**config.mk**
```make
export PLATFORM = sky130hd
export DESIGN_NAME = sram_arbiter
export DESIGN_NICKNAME = d
export VERILOG_FILES = /design/src/rtl/sram_arb_pkg.sv /design/src/rtl/rr_pick2.sv /design/src/rtl/sram_arbiter.sv
export SDC_FILE = /design/constraint.sdc
export NUM_CORES = 1
export LEC_CHECK = 0
export BUFFER_PORTS_ARGS = -buffer_cell sky130_fd_sc_hd__buf_2
export CAP_MARGIN = 10
export CORE_ASPECT_RATIO = 1.1
export CORE_MARGIN = 4
export CORE_UTILIZATION = 44
export CTS_CLUSTER_SIZE = 20
export DETAILED_ROUTE_END_ITERATION = 10
export GPL_TIMING_DRIVEN = 0
export PLACE_DENSITY = 0.78
export SLEW_MARGIN = 20
export SYNTH_ARGS = -nofsm -noshare
export SYNTH_HDL_FRONTEND = slang
export SYNTH_SLANG_ARGS = --single-unit
```
**constraint.sdc**
```tcl
create_clock -name clk -period 5.4 [get_ports clk]
set_clock_uncertainty 0.2 [all_clocks]
set_input_delay 0.54 -clock clk [delete_from_list [all_inputs] [get_ports clk]]
set_output_delay 0.54 -clock clk [all_outputs]
set_load 0.02 [all_outputs]
```
**src/rtl/sram_arb_pkg.sv**
```systemverilog
// Shared types for the two-port SRAM arbiter: FSM encoding and port indices.
package sram_arb_pkg;

  typedef enum logic [1:0] {
    IDLE   = 2'd0,
    ACCESS = 2'd1,
    DONE   = 2'd2
  } state_t;

  localparam logic PORT_CPU = 1'b0;
  localparam logic PORT_DMA = 1'b1;

  function automatic logic [1:0] port_onehot(input logic port);
    return port ? 2'b10 : 2'b01;
  endfunction

endpackage

```
**src/rtl/rr_pick2.sv**
```systemverilog
// Two-way round-robin pick with lock: while locked only the last owner may win.
module rr_pick2
  import sram_arb_pkg::*;
(
  input  logic [1:0] req,
  input  logic       last_owner,
  input  logic       locked,
  output logic       valid,
  output logic       winner
);

  logic [1:0] eligible;

  always_comb begin
    eligible = locked ? (req & port_onehot(last_owner)) : req;
    valid    = |eligible;
    // On a tie the port that did not win last time goes next.
    if (&eligible) winner = ~last_owner;
    else           winner = eligible[PORT_DMA];
  end

endmodule

```
**src/rtl/sram_arbiter.sv**
```systemverilog
// Shares one SRAM between CPU (port 0) and DMA (port 1): gnt one cycle after the
// sampled request, read data one cycle after gnt, at most one access per two cycles.
module sram_arbiter
  import sram_arb_pkg::*;
#(
  parameter int ADDRESS_WIDTH = 16,
  parameter int DATA_WIDTH    = 8
) (
  input  logic                     clk,
  input  logic                     reset,
  input  logic [1:0]               req,
  input  logic [1:0]               we,
  input  logic [1:0]               lock,
  input  logic [ADDRESS_WIDTH-1:0] addr0,
  input  logic [ADDRESS_WIDTH-1:0] addr1,
  input  logic [DATA_WIDTH-1:0]    wdata0,
  input  logic [DATA_WIDTH-1:0]    wdata1,
  output logic [1:0]               gnt,
  output logic [1:0]               rvalid,
  output logic [DATA_WIDTH-1:0]    rdata,
  output logic [ADDRESS_WIDTH-1:0] mem_addr,
  output logic                     mem_rd_en,
  output logic                     mem_wr_en,
  output logic [DATA_WIDTH-1:0]    mem_wr_data,
  input  logic [DATA_WIDTH-1:0]    mem_rd_data
);

  state_t                   state;
  logic                     last_owner;
  logic                     locked;
  logic                     cur_we;
  logic                     pick_valid;
  logic                     pick_winner;
  logic                     sel_we;
  logic                     sel_lock;
  logic [ADDRESS_WIDTH-1:0] sel_addr;
  logic [DATA_WIDTH-1:0]    sel_wdata;

  rr_pick2 u_pick (
    .req        (req),
    .last_owner (last_owner),
    .locked     (locked),
    .valid      (pick_valid),
    .winner     (pick_winner)
  );

  always_comb begin
    sel_we    = we[pick_winner];
    sel_lock  = lock[pick_winner];
    sel_addr  = pick_winner ? addr1 : addr0;
    sel_wdata = pick_winner ? wdata1 : wdata0;
  end

  always_ff @(posedge clk) begin
    if (reset) begin
      state       <= IDLE;
      gnt         <= '0;
      rvalid      <= '0;
      rdata       <= '0;
      mem_addr    <= '0;
      mem_wr_data <= '0;
      mem_rd_en   <= 1'b0;
      mem_wr_en   <= 1'b0;
      locked      <= 1'b0;
      last_owner  <= PORT_DMA;
      cur_we      <= 1'b0;
    end else begin
      gnt       <= '0;
      rvalid    <= '0;
      mem_rd_en <= 1'b0;
      mem_wr_en <= 1'b0;
      case (state)
        ACCESS: begin
          // The SRAM has already produced read data on this cycle's falling edge.
          if (!cur_we) begin
            rdata  <= mem_rd_data;
            rvalid <= port_onehot(last_owner);
          end
          state <= DONE;
        end
        default: begin
          if (pick_valid) begin
            state      <= ACCESS;
            last_owner <= pick_winner;
            locked     <= sel_lock;
            cur_we     <= sel_we;
            gnt        <= port_onehot(pick_winner);
            mem_addr   <= sel_addr;
            if (sel_we) mem_wr_data <= sel_wdata;
            mem_rd_en  <= ~sel_we;
            mem_wr_en  <= sel_we;
          end else begin
            state <= IDLE;
          end
        end
      endcase
    end
  end

  // A requester must keep req high until the cycle its gnt is shown.
  for (genvar i = 0; i < 2; i++) begin : g_req_hold
    a_req_hold: assert property (@(posedge clk) disable iff (reset)
      (req[i] && !gnt[i]) |=> req[i]);
  end

endmodule

```
After elaboration in Yosys (flattened, before gate mapping). Cells that the tools add are included.

Bits in registers: 43. Latch bits: 0. Bits in writable memories: 0. ROM bits: 0. Bits of input ports: 64. Output and inout port bits: 38. Logic and storage cells: 40. Memories kept: 0.

$add $sub $neg: 0. $mul: 0. Div/mod/pow operators: 0. $lt $le $gt $ge: 1. Equality and inequality tests: 1. Shift operators: 0. Muxes and demuxes: 12. Bitwise operators: 6. Reduce and logical (&&, ||, !) cells: 8.

Operators by type and width (number): $mux 16 (1); $mux 2 (4); $mux 8 (1); $mux 1 (6); $reduce_and 2->1 (3); $reduce_or 3->1 (2); $not 1->1 (5); $reduce_or 2->1 (2); $reduce_and 3->1 (1); $and 2x2->2 (1); $eq 2x1->1 const B (1); $lt 1x2->1 const B (1).

Depth between registers and ports, before layout.
Word-level depth: 8. Mapped depth: 7. Mapped depth without buffers: 4.

By module. Synthesis repeated with hierarchy kept, for this count alone.

Cells, all modules: 186. Area total of the unflattened synthesis: 2005.7 um^2.

By module, submodules not included: sram_arbiter (instances 1, cells an instance 180, area each 1970.6 um^2, sequential area each 860.8 um^2); rr_pick2 (instances 1, cells an instance 6, area each 35.0 um^2, sequential area each 0.0 um^2).

Worst setup path before layout. Ideal clock, no wire load.

Path type: input to register. Start point: input port req[0]. End point: register last_owner. Setup time: 120 ps. Data arrival time: 1538 ps. Data required time: 5080 ps. Slack: 3542 ps. Stages: 5. Buffers on the path: 2. Cell sequence: mux2_4 o221a_4 buf_6 buf_6 a211o_1.

Longest elaborated chain between the ends: 4. Elaborated cells on any way between the ends: 6. Classes of those cells: mux (2); bitwise (1); reduce/logical (3).

Ends and longest elaborated chain: start: declaration (line sram_arbiter.sv:11) `input logic [1:0] req,`; $and 2x2->2 (line rr_pick2.sv:15) `eligible = locked ? (req & port_onehot(last_owner)) : req;`; $mux 2 * (line rr_pick2.sv:15); $reduce_and 2->1 / $reduce_or 2->1 (equally long branches) (line rr_pick2.sv:18, rr_pick2.sv:16); $mux 1 / $reduce_and 2->1 (equally long branches); end signal: assignment (line sram_arbiter.sv:84) `last_owner <= pick_winner;`; end: declaration (line sram_arbiter.sv:29) `logic last_owner;`.

Mark *: on every way between the ends. The rest lies on a longest branch, timed or not. A chain may end at the register's enable or synchronous reset.

Worst setup path after layout.
Start point: input port req[1]. End point: register locked.

Longest elaborated chain between the ends: 6. Elaborated cells on any way between the ends: 8. Classes of those cells: mux (4); bitwise (1); reduce/logical (3).

Ends and longest elaborated chain: $and 2x2->2 (line rr_pick2.sv:15); $mux 2 * (line rr_pick2.sv:15); $reduce_and 2->1 (line rr_pick2.sv:18) `if (&eligible) winner = ~last_owner;`; $mux 1 (line rr_pick2.sv:18); $mux 1 (not written as such) (2 in a row) (line sram_arbiter.sv:49) `sel_lock = lock[pick_winner];`; end signal: assignment (line sram_arbiter.sv:85) `locked <= sel_lock;`; end: declaration (line sram_arbiter.sv:30) `logic locked;`.

Mark *: on every way between the ends. The rest lies on a longest branch, timed or not. The select of a mux whose other input is x is not followed.

==> summary.md <==
### Routing
• 0 — number of antenna-violating nets in the routed design
• 94 — First DRT Iteration DRCs
• 2038 — via total after detailed routing
• 0 — number of DRC violations after detailed routing
• 13.3 um — post-detailed-route wirelength per cell
• 4 — count of TritonRoute iterations in the first routing pass
• 5.15 — routed via count divided by cell count
• 5280 um — routed wire length

### Cells and area
• 0.00270 sq mm — Layout Cell Area excl Fill
• 0 — diode insertion count for antenna repair
• 417 — layout filler cell count
• 32.5% — synthesis-to-layout area growth
• 405 — net count of the finished layout
• 0.368 — share of post-route cells with drive strength above 1

### Timing
• 512 ps — Tightest Pin Transition
• 274 ps — hold_ws
• 498 MHz — highest clock frequency the design can meet
• 0 — number of pins with negative max-slew slack in the final report
• 0.658 — worst relative slew slack
• 0.372 — post-route fraction of the period consumed by the critical path
• 0 — number of hold-slack violations in the final timing report
• 0 ps — setup tns final
• 3390 ps — final setup slack of the worst path
• 0 — setup-violating endpoint count in the final report
• 2010 ps — post-layout min period
• no — setup repair after global routing missed its margin

### Floorplan
• 0.466 — starting utilization of the core area
• 25 — std cell rows
• 0.00438 sq mm — Core ar.
• 79.4 um — Die H
• 102 — I/O pin cnt
• 0.00579 sq mm — area of the die
• 72.9 um — overall die width

### Setup path
• buffers and inverters — delay-heaviest family, CP
• 10 — highest net fanout along the worst path
• 4 — sum of buffers and inverters on the critical path
• 1970 ps — critical path arrival
• input pin to register — kind of critical path
• 5360 ps — Required @ worst endpoint
• 340 ps — slowest cell delay on critical path
• last_owner$_SDFFE_PP1P_ — reg-to-reg critical path endpoint
• 3520 ps — register-to-register setup slack
• sky130_fd_sc_hd__buf_2 — dominant cell type by count on the critical path
• 6 — count of cells along the worst register-to-register path
• buf_2 > clkbuf_1 > buf_2 > nand3_2 > buf_2 > nand2_1 > a311oi_2 — cell-by-cell listing of the critical path
• last_owner$_SDFFE_PP1P_ — r2r startpoint
• register — critical path capture point type
• sky130_fd_sc_hd__clkbuf_1 — CP max stage cell
• input pin — Setup crit start kind

### Clock network
• sky130_fd_sc_hd__clkbuf_8 — buffer cell driving the clock tree root
• 0 — number of gates given a new drive strength after cts
• 80 ps — CTS clock-pin slew for the worst setup and hold paths
• 2 — H-Tree Level Count
• 2 — deepest clock path buffer count
• 0 — post-CTS setup buffer count
• yes — TritonCTS clock tree
• 0 — Hold Buf Count CTS
• 43 — clock sink total
• 290 ps — Skew-Pair Late Insertion Delay
• 5 — total clock buffers created by CTS

### Logic synthesis
• sky130_fd_sc_hd__dfxtp_1 — Most used DFF post-synth
• 0.00204 sq mm — summed instance area of the synthesized netlist
• 0 — adder-cell area share of the yosys netlist
• simple AND/OR/NAND/NOR gates — largest family of logic cells by synthesized area
• 8.72 sq um — post-synthesis area per instance
• 0 — number of enable-type register cells in the synthesized netlist
• 0.422 — sequential element share of the synthesized area
• 34 — distinct cell type count of the synthesized netlist
• 43 — flip-flop and latch count after synthesis
• 234 — number of standard cells after synthesis
• 0 — share of flip-flops with an asynchronous set or reset
• 0 — number of warning messages in the yosys log
• 298 — number of nets in the synthesized netlist
• 0 — post-synthesis xor/xnor area fraction
• 0.0914 — multiplexer fraction of the synthesized cell area
• 0.161 — area fraction in compound gates after synthesis
• 0.264 — post-synthesis simple-gate area fraction

### Place
• 100 — number of buffers inserted by port buffering
• 3980 um — final HPWL from detailed placement
• 3080 ps — Post-Place Worst Slack
• 0.00261 sq mm — area post-placement
• 0.719 — GPL Wtd Cong

### GRT
• 14 — largest net degree at the start of global routing
• 0.181 — GRT Total Usage
• 0 — number of antenna violations at the first check in global routing
• 8420 um — wire length of the first global-routing pass
• 0 — grt ovf
• 1896 — via count of the first global-routing pass

### Power
• 1.35 nW — Leakage Power
• 0.181 mV — maximum vdd ir drop
• 318 mW/mm^2 — PwrDens

### Hold path
• 2 — count of cells along the worst hold path
• mem_wr_data[1]$_SDFFE_PP0P_ — worst-case hold path end point
• register to register — Hold WC Path Type
• mem_wr_data[1]$_SDFFE_PP0P_ — origin of the worst min-delay path

### Job
• 0 — count of max-cap constraint violations

### Status
• finished clean — run status

layer usage:
layer / GRT usage / routed length [um] / up-vias
met2: 0.308 / 2440 / 83
met4: 0.0351 / 34 / 0
met5: 0 / 0 / -
met3: 0.0630 / 522 / 4
met1: 0.221 / 2280 / 928
li1: - / - / 1023
final cells by class:
| type | count | area, sq um | area share |
|---|---|---|---|
| Buffer | 19 | 118 | 0.0435 |
| Clock buffer | 7 | 86.3 | 0.0319 |
| Clock inverter | 1 | 8.76 | 0.00324 |
| Inverter | 2 | 7.51 | 0.00278 |
| Multi-Input combinational cell | 170 | 1050 | 0.390 |
| Sequential cell | 43 | 861 | 0.319 |
| Tap cell | 54 | 67.6 | 0.0250 |
| Timing Repair Buffer | 100 | 500 | 0.185 |
state kept, by name, indices dropped and copies added (netlist names):
signal	count
mem_addr	16
last_owner	1
mem_wr_en	1
locked	1
cur_we	1
mem_rd_en	1
gnt	2
state	2
rvalid	2
mem_wr_data	8
rdata	8
cell usage after synthesis, types with 2 or more instances:
library cell | n | share of area
sky130_fd_sc_hd__a311oi_1 | 16 | 0.069
sky130_fd_sc_hd__buf_4 | 3 | 0.011
sky130_fd_sc_hd__nor2_1 | 36 | 0.066
sky130_fd_sc_hd__dfxtp_1 | 43 | 0.42
sky130_fd_sc_hd__mux2i_1 | 16 | 0.079
sky130_fd_sc_hd__buf_6 | 4 | 0.022
sky130_fd_sc_hd__inv_1 | 2 | 0.0037
sky130_fd_sc_hd__a21oi_1 | 2 | 0.0049
sky130_fd_sc_hd__nand2_1 | 36 | 0.066
sky130_fd_sc_hd__clkbuf_1 | 7 | 0.013
sky130_fd_sc_hd__nand3_1 | 8 | 0.020
sky130_fd_sc_hd__buf_2 | 4 | 0.0098
sky130_fd_sc_hd__nand2b_1 | 20 | 0.061
sky130_fd_sc_hd__o21ai_0 | 8 | 0.020
sky130_fd_sc_hd__a211o_1 | 9 | 0.039
sky130_fd_sc_hd__nor2b_1 | 2 | 0.0061
power by group:
part           internal [mW]  switching, mW  total [mW]
combinational          0.115          0.159       0.274
sequential             0.356         0.0166       0.372
clock                  0.105          0.107       0.212
metrics by stage:
stage / total power [mW] / cells / utilization
2_1_floorplan: 0.567 / 234 / -
3_3_place_gp: 0.650 / 388 / 0.595
3_5_place_dp: 0.655 / 388 / 0.595
4_1_cts: 0.870 / 396 / 0.617
5_1_grt: 0.909 / 396 / 0.617
6_report: 0.858 / 396 / 0.617
layout by cell type (no fill, tap or decap), drive strengths merged:
cell type  Yosys  final
buf           12    112
nand2         36     36
nor4b          1      1
o22a           1      1
o221a          1      1
or2            1      1
clkinv         0      1
and3           1      1
or2b           1      1
inv            2      2
mux2           2      2
o21a           1      1
and3b          1      1
a211o          9      9
and4b          1      1
nand3b         1      1
mux2i         16     16
nor2b          2      2
nand2b        20     20
nor4           1      1
dfxtp         43     43
o2111ai        1      1
nand3          9      9
nor2          37     37
clkbuf         7     14
o21ai          8      8
a21oi          2      2
a311oi        17     17
worst max path at each step:
| stage | cells after the start | endpoint | from | slack, ps |
|---|---|---|---|---|
| finish | 7 | locked$_SDFFE_PP0P_ | req[1] | 3390 |
| global route | 7 | mem_addr[11]$_SDFFE_PP0P_ | req[1] | 3240 |
| CTS | 7 | locked$_SDFFE_PP0P_ | req[1] | 3370 |
| detailed placement | 7 | locked$_SDFFE_PP0P_ | req[1] | 3080 |
| global placement | 7 | locked$_SDFFE_PP0P_ | req[1] | 3100 |
| floorplan | 5 | last_owner$_SDFFE_PP1P_ | req[0] | 3540 |
cells by family after synthesis:
| kind of cell | count (synthesis) |
|---|---|
| buffers and inverters | 21 |
| multiplexers | 18 |
| AO/OA/AOI/OAI | 40 |
| flip-flops | 43 |
| AND/OR/NAND/NOR | 112 |
worst reg2reg max path, stage by stage, from the launching register on:
cell and delay [ps]:
sky130_fd_sc_hd__dfxtp_1 330, sky130_fd_sc_hd__buf_6 140, sky130_fd_sc_hd__mux2_4 310, sky130_fd_sc_hd__o221a_4 260
sky130_fd_sc_hd__buf_6 150, sky130_fd_sc_hd__buf_6 140, sky130_fd_sc_hd__a211o_1 240
Power figures use the tool's default switching activity.
